$ cat config.mk
export PLATFORM = sky130hd
export DESIGN_NAME = arm_pipelined_data_memory_stage
export DESIGN_NICKNAME = d
export VERILOG_FILES = /design/src/rtl/arm_pipelined_data_memory_stage.sv
export SDC_FILE = /design/constraint.sdc
export NUM_CORES = 1
export LEC_CHECK = 0
export ABC_AREA = 1
export BUFFER_PORTS_ARGS = -buffer_cell sky130_fd_sc_hd__buf_2
export CORE_UTILIZATION = 35
export DETAILED_ROUTE_END_ITERATION = 8
export GPL_ROUTABILITY_DRIVEN = 1
export SYNTH_ARGS = -nofsm -noshare
export SYNTH_HDL_FRONTEND = slang
export SYNTH_SLANG_ARGS = --single-unit
$ cat constraint.sdc
create_clock -name i_CLK -period 5.6 [get_ports i_CLK]
set_clock_uncertainty 0.05 [all_clocks]
set_input_delay 0.56 -clock i_CLK [delete_from_list [all_inputs] [get_ports i_CLK]]
set_output_delay 0.56 -clock i_CLK [all_outputs]
set_load 0.005 [all_outputs]
$ cat src/rtl/arm_pipelined_data_memory_stage.sv
// Memory-stage controller: posts stores into a 2-entry write buffer and runs
// loads as a stalled read transaction on a valid/ready bus with a valid-only response.
module arm_pipelined_data_memory_stage #(
  parameter int BusWidth = 32
) (
  input  logic                i_CLK,
  input  logic                i_RESET,
  input  logic                i_Mem_Read_Memory,
  input  logic                i_Mem_Write_Memory,
  input  logic [BusWidth-1:0] i_Data_Addr,
  input  logic [BusWidth-1:0] i_Write_Data,
  output logic [BusWidth-1:0] o_Read_Data,
  output logic                o_Stall_Memory,
  output logic                o_Bus_Req_Valid,
  input  logic                i_Bus_Req_Ready,
  output logic                o_Bus_Write,
  output logic [BusWidth-1:0] o_Bus_Addr,
  output logic [BusWidth-1:0] o_Bus_WData,
  input  logic                i_Bus_Resp_Valid,
  input  logic [BusWidth-1:0] i_Bus_RData,
  output logic                o_WB_Empty
);

  typedef enum logic [1:0] {IDLE, RD_REQ, RD_WAIT, RD_DONE} state_t;

  state_t                       state;
  logic [1:0][BusWidth-1:0]     wb_addr, wb_data;
  logic                         wr_ptr, rd_ptr;
  logic [1:0]                   count;
  logic [BusWidth-1:0]          addr_reg, data_reg;

  logic is_store, is_load, wr_issue, rd_issue, push, pop;

  // A simultaneous read+write request is treated purely as a store.
  assign is_store = i_Mem_Write_Memory;
  assign is_load  = i_Mem_Read_Memory & ~i_Mem_Write_Memory;

  assign wr_issue = (count != 2'd0) && (state != RD_REQ);
  assign rd_issue = (state == RD_REQ);
  assign pop      = wr_issue & i_Bus_Req_Ready;
  assign push     = is_store & ~o_Stall_Memory;

  assign o_Stall_Memory = (is_store && count == 2'd2 && !pop) ||
                          (is_load  && state != RD_DONE);

  assign o_Bus_Req_Valid = wr_issue | rd_issue;
  assign o_Bus_Write     = wr_issue;
  assign o_Bus_Addr      = rd_issue ? {addr_reg[BusWidth-1:2], 2'b00} :
                           wr_issue ? {wb_addr[rd_ptr][BusWidth-1:2], 2'b00} : '0;
  assign o_Bus_WData     = wr_issue ? wb_data[rd_ptr] : '0;
  assign o_Read_Data     = data_reg;
  assign o_WB_Empty      = (count == 2'd0);

  // Buffer storage needs no reset: it is only visible through wr_issue.
  always_ff @(posedge i_CLK) begin
    if (push) begin
      wb_addr[wr_ptr] <= i_Data_Addr;
      wb_data[wr_ptr] <= i_Write_Data;
    end
  end

  always_ff @(posedge i_CLK or posedge i_RESET) begin
    if (i_RESET) begin
      wr_ptr <= 1'b0;
      rd_ptr <= 1'b0;
      count  <= 2'd0;
    end else begin
      if (push) wr_ptr <= ~wr_ptr;
      if (pop)  rd_ptr <= ~rd_ptr;
      if (push && !pop)      count <= count + 2'd1;
      else if (pop && !push) count <= count - 2'd1;
    end
  end

  always_ff @(posedge i_CLK or posedge i_RESET) begin
    if (i_RESET) begin
      state    <= IDLE;
      addr_reg <= '0;
      data_reg <= '0;
    end else begin
      case (state)
        IDLE:    if (is_load && count == 2'd0) begin
                   addr_reg <= i_Data_Addr;
                   state    <= RD_REQ;
                 end
        RD_REQ:  if (i_Bus_Req_Ready) state <= RD_WAIT;
        RD_WAIT: if (i_Bus_Resp_Valid) begin
                   data_reg <= i_Bus_RData;
                   state    <= RD_DONE;
                 end
        default: state <= IDLE;
      endcase
    end
  end

endmodule

Word-level counts from Yosys, hierarchy flattened
Index checks and enable logic that the tools add are counted.

word-level totals
  logic and storage cells = 66
  input bits = 102
  output and inout bits = 100
  flip-flop bits (word level) = 198

cells by class
  magnitude comparators = 3
  muxes and demuxes = 17
  $add $sub $neg = 2
  bitwise gates (word level) = 8
  reductions and logical operators = 18
  eq/ne operators = 8

operators with widths
  operator                                                               count
  32-bit two-way mux                                                     8
  64-bit bitwise mux                                                     2
  32-bit demux with 1-bit select                                         1
  2-bit two-way mux                                                      5
  1-bit logical AND                                                      8
  2-bit != test, second input constant                                   4
  2-bit case mux with 3 select lines                                     1
  2-bit equality test, second input constant                             2
  2-bit zero test                                                        2
  1-bit by 2-bit < comparator with 1-bit output, second input constant   2
  1-bit NOT                                                              4
  2-bit AND reduction                                                    2
  2-bit nonzero test                                                     2
  1-bit bitwise AND                                                      3
  3-bit AND reduction                                                    1
  2-bit by 1-bit adder with 2-bit output, second input constant          1
  2-bit by 1-bit equality test with 1-bit output, second input constant  1
  1-bit zero test                                                        2
  2-bit by 1-bit != test with 1-bit output, second input constant        1
  2-bit by 1-bit subtractor with 2-bit output, second input constant     1
  1-bit >= comparator, second input constant                             1
  1-bit logical OR                                                       1
  1-bit bitwise OR                                                       1

Longest topological paths before layout
Gate-level depths: netlist of the first run.

  word-level depth = 12
  gate-level depth with buffers = 11
  gate-level depth less buffers = 11

Worst setup path after synthesis of the first run
OpenSTA, ideal clock, no wires.

  path type = reg-to-reg
  start point = register state[1]
  end point = register wb_addr[34] (netlist bit), enable pin
  arrival = 3.696 ns
  period minus slack after synthesis = 4.228 ns
  stages on the path, launching flop included = 8
  required time = 5.068 ns
  setup slack = 1.372 ns
  cells stage by stage = dfrtp_1 > inv_1 > ha_1 > inv_1 > nand3_2 > nand2_1 > nand3_1 > nor2_1

on the way
  cells in the longest elaborated chain, start to end = 8
  elaborated cells on any way between the ends = 10
  those cells by class = 2 x eq/ne; 3 x bitwise; 5 x reduce/logical

ends and longest elaborated chain
  item                                      RTL line  text
  start, declared                           26        state_t state;
  start signal, assigned                    77        state <= IDLE;
  start signal, assigned                    84        state <= RD_REQ;
  start signal, assigned                    86        RD_REQ: if (i_Bus_Req_Ready) state <= RD_WAIT;
  2-bit by 1-bit != test with 1-bit output  38        assign wr_issue = (count != 2'd0) && (state != RD_REQ);
  1-bit logical AND                         38
  1-bit bitwise AND                         40        assign pop = wr_issue & i_Bus_Req_Ready;
  1-bit zero test                           43        assign o_Stall_Memory = (is_store && count == 2'd2 && !pop) ||
  1-bit logical AND                         43
  1-bit logical OR *                        43
  1-bit NOT *                               41        assign push = is_store & ~o_Stall_Memory;
  1-bit bitwise AND *                       41
  end signal, assigned by index             57        wb_addr[wr_ptr] <= i_Data_Addr;
  end, declared                             27        logic [1:0][BusWidth-1:0] wb_addr, wb_data;

Every way passes the cells marked *; elsewhere a longest branch is shown, timed or not.
A chain may end at the register's enable or synchronous reset.

Final worst setup path of the first run
  start point = register state[1]
  end point = output o_Bus_WData[6]

on the way
  cells in the longest elaborated chain, start to end = 3

ends and longest elaborated chain
  item                                      RTL line  text
  2-bit by 1-bit != test with 1-bit output  38
  1-bit logical AND                         38
  32-bit two-way mux                        50        assign o_Bus_WData = wr_issue ? wb_data[rd_ptr] : '0;
  end, declared                             18        output logic [BusWidth-1:0] o_Bus_WData,

Every way passes these cells.

==> results_dict.tcl, run 1 <==
set metrics [dict create \
    drv_slew 0 \
    cts_setup_buffers 0 \
    cts.htree.levels 4 \
    antenna_left 0 \
    syn-instance-count 618 \
    p_per_area_mw_per_mm2 549.6 \
    final.fill_count 2119 \
    fp.dieW_um 154.4 \
    netlist-cell-type-count 34 \
    endpoint_kind "primary output" \
    std_cell_rows 55 \
    clk_root_buffer_cell "sky130_fd_sc_hd__clkbuf_16" \
    syn-cell-area_mm2 0.008127 \
    yosysWarningCount 0 \
    hpwlAfterDp_um 10420 \
    worst_slew_margin_rel 0.3637 \
    max_flop_register "wb_data" \
    worstMarginPinSlew_ps 954.5 \
    setup_viol 0 \
    grt_pass1_vias 4874 \
    number_of_standard_cells_in_the_final_layout_excluding_fillers 1110 \
    vias_per_cell 4.522 \
    ir_drop_uv 232.4 \
    critPathLaunchType "register" \
    pin_count_of_the_biggest_net_entering_global_routing 69 \
    place.port_buffers 197 \
    largest_register_ff_count 64 \
    floorplan.core_area_mm2 0.02271 \
    finalNetCount 919 \
    global_route.usage.total 0.1428 \
    cts.reportedPaths.clkPinSlew_ps 70 \
    drtPass1Iterations 4 \
    grt_setup_unrepaired "false" \
    finalWirelength_um 16590 \
    numClockSinks 192 \
    final_common_cell "sky130_fd_sc_hd__buf_2" \
    dieArea_mm2 0.02383 \
    min_period_ps 4162 \
    synth-seq-area-share 0.6676 \
    cts_inserted_buffers 17 \
    antenna_violations_before_repair 2 \
    hold_class "input pin to register" \
    area_growth_pct 22.11 \
    drt-initial-drc-count 204 \
    layout_common_cells "sky130_fd_sc_hd__buf_2 (197), sky130_fd_sc_hd__edfxtp_1 (124), sky130_fd_sc_hd__inv_1 (103)" \
    avg_inst_size_synth_um2 13.15 \
    min_path_cells 1 \
    start_to_end_type_of_the_worst_setup_path "register to primary output" \
    vert_die_dim_um 154.4 \
    setup_total_negative_slack_ps 0 \
    place.detailed.instances 1077 \
    data_arrival_critical_path_ps 3550 \
    tritoncts_clock_tree "yes" \
    remaining_drc_errors 0 \
    fmax_mhz 240.3 \
    clock_insertion_delay_worst_skew_ps 420 \
    routabilityCongestion 0.7188 \
    ctsResizeCount 0 \
    detailroute.via_count 5019 \
    synth_seq_cells 192 \
    critPathMaxFanout 33 \
    status "completed" \
    grt_first_pass_wirelength_um 25760 \
    final_layout_size_suffix_gt1_frac 0.4017 \
    hold_buffers 0 \
    reg2reg_depth 8 \
    timing.max_cap.violations 0 \
    cts.path.max_buffers 2 \
    start_util 0.3579 \
    ioPinCount 202 \
    finalHoldViolCount 0 \
    cellLeakagePower_uw 0.004663 \
    aggregate_global_routing_overflow 0 \
    timing.critical_path.required_ps 4990 \
    timing.final.crit_share 0.7431 \
    routed_wirelength_normalized_by_instance_count_um 14.95 \
]
[stage by stage]
| step | hold slack [ps] | instance area (um^2) | total power [uW] | utilization | worst slack [ps] |
|---|---|---|---|---|---|
| after CTS | 246.2 | 9921 | 5543 | 0.4369 | 1306 |
| after floorplan | 391.9 | 8130 | 3501 | - | 1372 |
| final | 273.4 | 9923 | 5454 | 0.4370 | 1438 |
| after global routing | 242.1 | 9921 | 5821 | 0.4369 | 1106 |
| after global placement | 405.4 | 9288 | 4218 | 0.4090 | 1787 |
| after detailed placement | 413.3 | 9288 | 4248 | 0.4090 | 1768 |
[path summary, 6_finish.rpt]
path                                              end  slack (ps)            startpoint
max reg2reg                     wb_addr[13]$_DFFE_PP_        2020  state[1]$_DFFE_PP0P_
max in group asynchronous          rd_ptr$_DFFE_PP0P_        4410               i_RESET
min in group asynchronous  o_Read_Data[8]$_DFFE_PP0P_         360               i_RESET
max                                    o_Bus_WData[6]        1440  state[1]$_DFFE_PP0P_
min                             wb_data[36]$_DFFE_PP_         270       i_Write_Data[4]
min reg2reg                        wr_ptr$_DFFE_PP0N_         420    wr_ptr$_DFFE_PP0N_
[per-layer routing]
metal | share of wire | routed length [um] | global-route usage
met2 | 0.44 | 7242 | 0.2193
met1 | 0.48 | 7953 | 0.1913
met5 | 0 | 0 | 0
met4 | 0.0081 | 134 | 0.03536
met3 | 0.076 | 1263 | 0.05324
[cell type report]
type / instances / area [um^2] / share of cell area
well taps: 285 / 356.6 / 0.03593
repair buffers: 203 / 1044 / 0.1052
flip-flops and latches: 192 / 5429 / 0.5471
multi-input cells: 288 / 2046 / 0.2062
diodes: 1 / 2.502 / 0.0002522
inverters: 109 / 412.9 / 0.04161
clock buffers: 25 / 553.0 / 0.05573
clock inverters: 7 / 80.08 / 0.008070
[synthesized netlist by cell type]
| cell | n | share of area |
|---|---|---|
| sky130_fd_sc_hd__mux2_1 | 2 | 0.0028 |
| sky130_fd_sc_hd__xor2_1 | 1 | 0.0011 |
| sky130_fd_sc_hd__o21ai_2 | 9 | 0.0097 |
| sky130_fd_sc_hd__nand3_4 | 1 | 0.0022 |
| sky130_fd_sc_hd__edfxtp_1 | 124 | 0.46 |
| sky130_fd_sc_hd__mux2_2 | 34 | 0.047 |
| sky130_fd_sc_hd__clkbuf_1 | 4 | 0.0018 |
| sky130_fd_sc_hd__buf_4 | 3 | 0.0028 |
| sky130_fd_sc_hd__a21oi_2 | 3 | 0.0032 |
| sky130_fd_sc_hd__nand4_1 | 1 | 0.00077 |
| sky130_fd_sc_hd__nand2_1 | 78 | 0.036 |
| sky130_fd_sc_hd__a21oi_1 | 27 | 0.017 |
| sky130_fd_sc_hd__buf_8 | 4 | 0.0074 |
| sky130_fd_sc_hd__inv_4 | 1 | 0.00077 |
| sky130_fd_sc_hd__xnor2_1 | 2 | 0.0022 |
| sky130_fd_sc_hd__o21ai_0 | 25 | 0.015 |
| sky130_fd_sc_hd__buf_6 | 10 | 0.014 |
| sky130_fd_sc_hd__nand2_2 | 2 | 0.0015 |
| sky130_fd_sc_hd__nor2_4 | 1 | 0.0014 |
| sky130_fd_sc_hd__inv_1 | 105 | 0.048 |
| sky130_fd_sc_hd__dfrtp_1 | 68 | 0.21 |
| sky130_fd_sc_hd__buf_2 | 9 | 0.0055 |
| sky130_fd_sc_hd__inv_2 | 3 | 0.0014 |
| sky130_fd_sc_hd__o21ai_1 | 1 | 0.00062 |
| sky130_fd_sc_hd__nor2_1 | 31 | 0.014 |
| sky130_fd_sc_hd__nand2_4 | 1 | 0.0014 |
| sky130_fd_sc_hd__o21bai_1 | 1 | 0.00092 |
| sky130_fd_sc_hd__nand3_1 | 2 | 0.0012 |
| sky130_fd_sc_hd__mux2_4 | 28 | 0.052 |
| sky130_fd_sc_hd__conb_1 | 1 | 0.00046 |
| sky130_fd_sc_hd__nand3_2 | 1 | 0.0012 |
| sky130_fd_sc_hd__ha_1 | 6 | 0.0092 |
| sky130_fd_sc_hd__o22ai_1 | 20 | 0.015 |
| sky130_fd_sc_hd__o22ai_2 | 9 | 0.014 |
[cells by family after synthesis]
group	count (synthesis)	synth area share
AO/OA/AOI/OAI	95	0.07575
XOR/XNOR	3	0.003234
adder cells (fa/ha/maj)	6	0.009238
buffers and inverters	139	0.08206
flip-flops	192	0.6676
multiplexers	64	0.1016
other	1	0.0004615
AND/OR/NAND/NOR	118	0.06005
[critical path, cell delays in order (launching register included)]
cell and delay, ps:
sky130_fd_sc_hd__dfrtp_1 420, sky130_fd_sc_hd__inv_1 80, sky130_fd_sc_hd__ha_1 260, sky130_fd_sc_hd__inv_1 660, sky130_fd_sc_hd__nand2_2 490, sky130_fd_sc_hd__buf_4 380, sky130_fd_sc_hd__inv_2 470, sky130_fd_sc_hd__nand2_1 150
sky130_fd_sc_hd__inv_1 80, sky130_fd_sc_hd__buf_2 110
[power breakdown]
part	switching (uW)	internal, uW	total (uW)	leakage (uW)
Combinational	1060	933	2000	0.00243
Clock	529	744	1270	0.000316
Sequential	223	1960	2180	0.00191
Total	1820	3640	5450	0.00466
Note: power is estimated with default switching activity, not from simulation.
==> run 2, diff against run 1 <==
==> constraint.sdc (replaced) <==
create_clock -name i_CLK -period 3.6 [get_ports i_CLK]
set_clock_uncertainty 0.05 [all_clocks]
set_input_delay 0.36 -clock i_CLK [delete_from_list [all_inputs] [get_ports i_CLK]]
set_output_delay 0.36 -clock i_CLK [all_outputs]
set_load 0.005 [all_outputs]
==> results_dict.tcl, run 2 (same netlist as run 1, synthesis figures left out) <==
set metrics [dict create \
    largest_register_ff_count 64 \
    routed_wirelength_normalized_by_instance_count_um 15.07 \
    ctsResizeCount 0 \
    timing.max_cap.violations 0 \
    place.port_buffers 197 \
    final_layout_size_suffix_gt1_frac 0.4036 \
    grt_setup_unrepaired "false" \
    clk_root_buffer_cell "sky130_fd_sc_hd__clkbuf_16" \
    fmax_mhz 322.5 \
    setup_viol 0 \
    antenna_left 0 \
    drtPass1Iterations 6 \
    setup_total_negative_slack_ps 0 \
    multi_input_area_mm2 0.002046 \
    timing.final.ws_setup_ps 499.6 \
    clock_insertion_delay_worst_skew_ps 420 \
    layout_common_cells "sky130_fd_sc_hd__buf_2 (197), sky130_fd_sc_hd__edfxtp_1 (124), sky130_fd_sc_hd__inv_1 (103)" \
    final.fill_count 2123 \
    ff_latch_area_mm2 0.005429 \
    pre_cts_slack_ps 881.4 \
    routabilityCongestion 0.7535 \
    hpwlAfterDp_um 10960 \
    floorplan.core_area_mm2 0.02271 \
    std_cell_rows 55 \
    crit_path_max_incr_delay_ps 550 \
    start_to_end_type_of_the_worst_setup_path "register to primary output" \
    cellLeakagePower_uw 0.004676 \
    grt_pass1_vias 5018 \
    timing.critical_path.required_ps 3190 \
    start_util 0.3579 \
    vert_die_dim_um 154.4 \
    timing.final.crit_share 0.8612 \
    fp.dieW_um 154.4 \
    finalWirelength_um 16800 \
    status "completed" \
    antenna_violations_before_repair 1 \
    data_arrival_critical_path_ps 2690 \
    critical_path.slowest_cell "sky130_fd_sc_hd__inv_2" \
    drv_slew 0 \
    dieArea_mm2 0.02383 \
    final_common_cell "sky130_fd_sc_hd__buf_2" \
    num_antenna_cells 0 \
    tritoncts_clock_tree "yes" \
    cts.htree.levels 4 \
    min_period_ps 3100 \
    critical-path-top-cell-by-count "sky130_fd_sc_hd__inv_1" \
    hold_class "input pin to register" \
    finalNetCount 925 \
    critical_path.cell_chain "inv_1 > ha_1 > inv_1 > buf_4 > nand2_2 > inv_2 > nand2_1 > inv_1 > buf_2" \
    area_growth_pct 22.48 \
    critPathLaunchType "register" \
    cts.path.max_buffers 2 \
    worst_slew_margin_rel 0.3424 \
    drt-initial-drc-count 235 \
    global_route.usage.total 0.1461 \
    cts_inserted_buffers 17 \
    max_flop_register "wb_data" \
    critPathMaxFanout 33 \
    aggregate_global_routing_overflow 0 \
    ioPinCount 202 \
    vias_per_cell 4.509 \
    worstMarginPinSlew_ps 986.4 \
    finalHoldViolCount 0 \
    grt_first_pass_wirelength_um 26400 \
    pin_count_of_the_biggest_net_entering_global_routing 61 \
    cts.reportedPaths.clkPinSlew_ps 70 \
    remaining_drc_errors 0 \
    p_per_area_mw_per_mm2 852.8 \
    detailroute.via_count 5027 \
    ir_drop_uv 380.5 \
    numClockSinks 192 \
    endpoint_kind "primary output" \
]
[run 2: area by class of cell]
cell class / instances / share of cell area
clock buffer: 21 / 0.04953
clock inverter: 11 / 0.01144
timing repair buffer: 209 / 0.1109
tap: 285 / 0.03583
sequential: 192 / 0.5454
multi-input combinational: 288 / 0.2055
inverter: 109 / 0.04136
[run 2: final timing paths]
kind / start / to / slack, ps / cells past startpoint
max in group asynchronous: i_RESET / o_Read_Data[30]$_DFFE_PP0P_ / 2250 / 4
min in group asynchronous: i_RESET / o_Read_Data[9]$_DFFE_PP0P_ / 480 / 3
max reg2reg: state[1]$_DFFE_PP0P_ / wb_data[47]$_DFFE_PP_ / 960 / 9
min: i_Write_Data[10] / wb_data[42]$_DFFE_PP_ / 80 / 1
max: state[1]$_DFFE_PP0P_ / o_Bus_WData[10] / 500 / 9
min reg2reg: wr_ptr$_DFFE_PP0N_ / wr_ptr$_DFFE_PP0N_ / 430 / 2
[run 2: where the power goes]
group,internal [uW],switching (uW)
Combinational,1490,1650
Sequential,3050,368
Clock,1080,852
Total,5610,2870
[run 2: layer usage]
layer	GRT usage	wire [um]
met4	0.03395	131
met2	0.2344	7668
met3	0.05548	1277
met5	0	13
met1	0.1872	7712
[run 2: stage by stage]
stage          instance area [um^2]  total power (uW)  std cells    util  hold slack (ps)
6_report                       9953              8488       1115  0.4383            78.77
5_1_grt                        9953              9078       1115  0.4383            45.88
4_1_cts                        9953              8622       1115  0.4383            52.71
3_5_place_dp                   9336              6674       1082  0.4111            409.8
3_3_place_gp                   9336              6619       1082  0.4111            403.2
2_1_floorplan                  8133              5442        619       -            391.9
[run 2: worst max-delay path: cells and delay by family (launching register included)]
kind / cells / cell delay, ps
AND/OR/NAND/NOR: 2 / 430
flip-flops: 1 / 420
adder cells (fa/ha/maj): 1 / 260
buffers and inverters: 6 / 1130
[run 2: timing repair]
item	CTS	global route
endpoints found under the hold margin	23	0
setup endpoints to repair	0	0
hold buffers	1	0
setup buffers	0	0
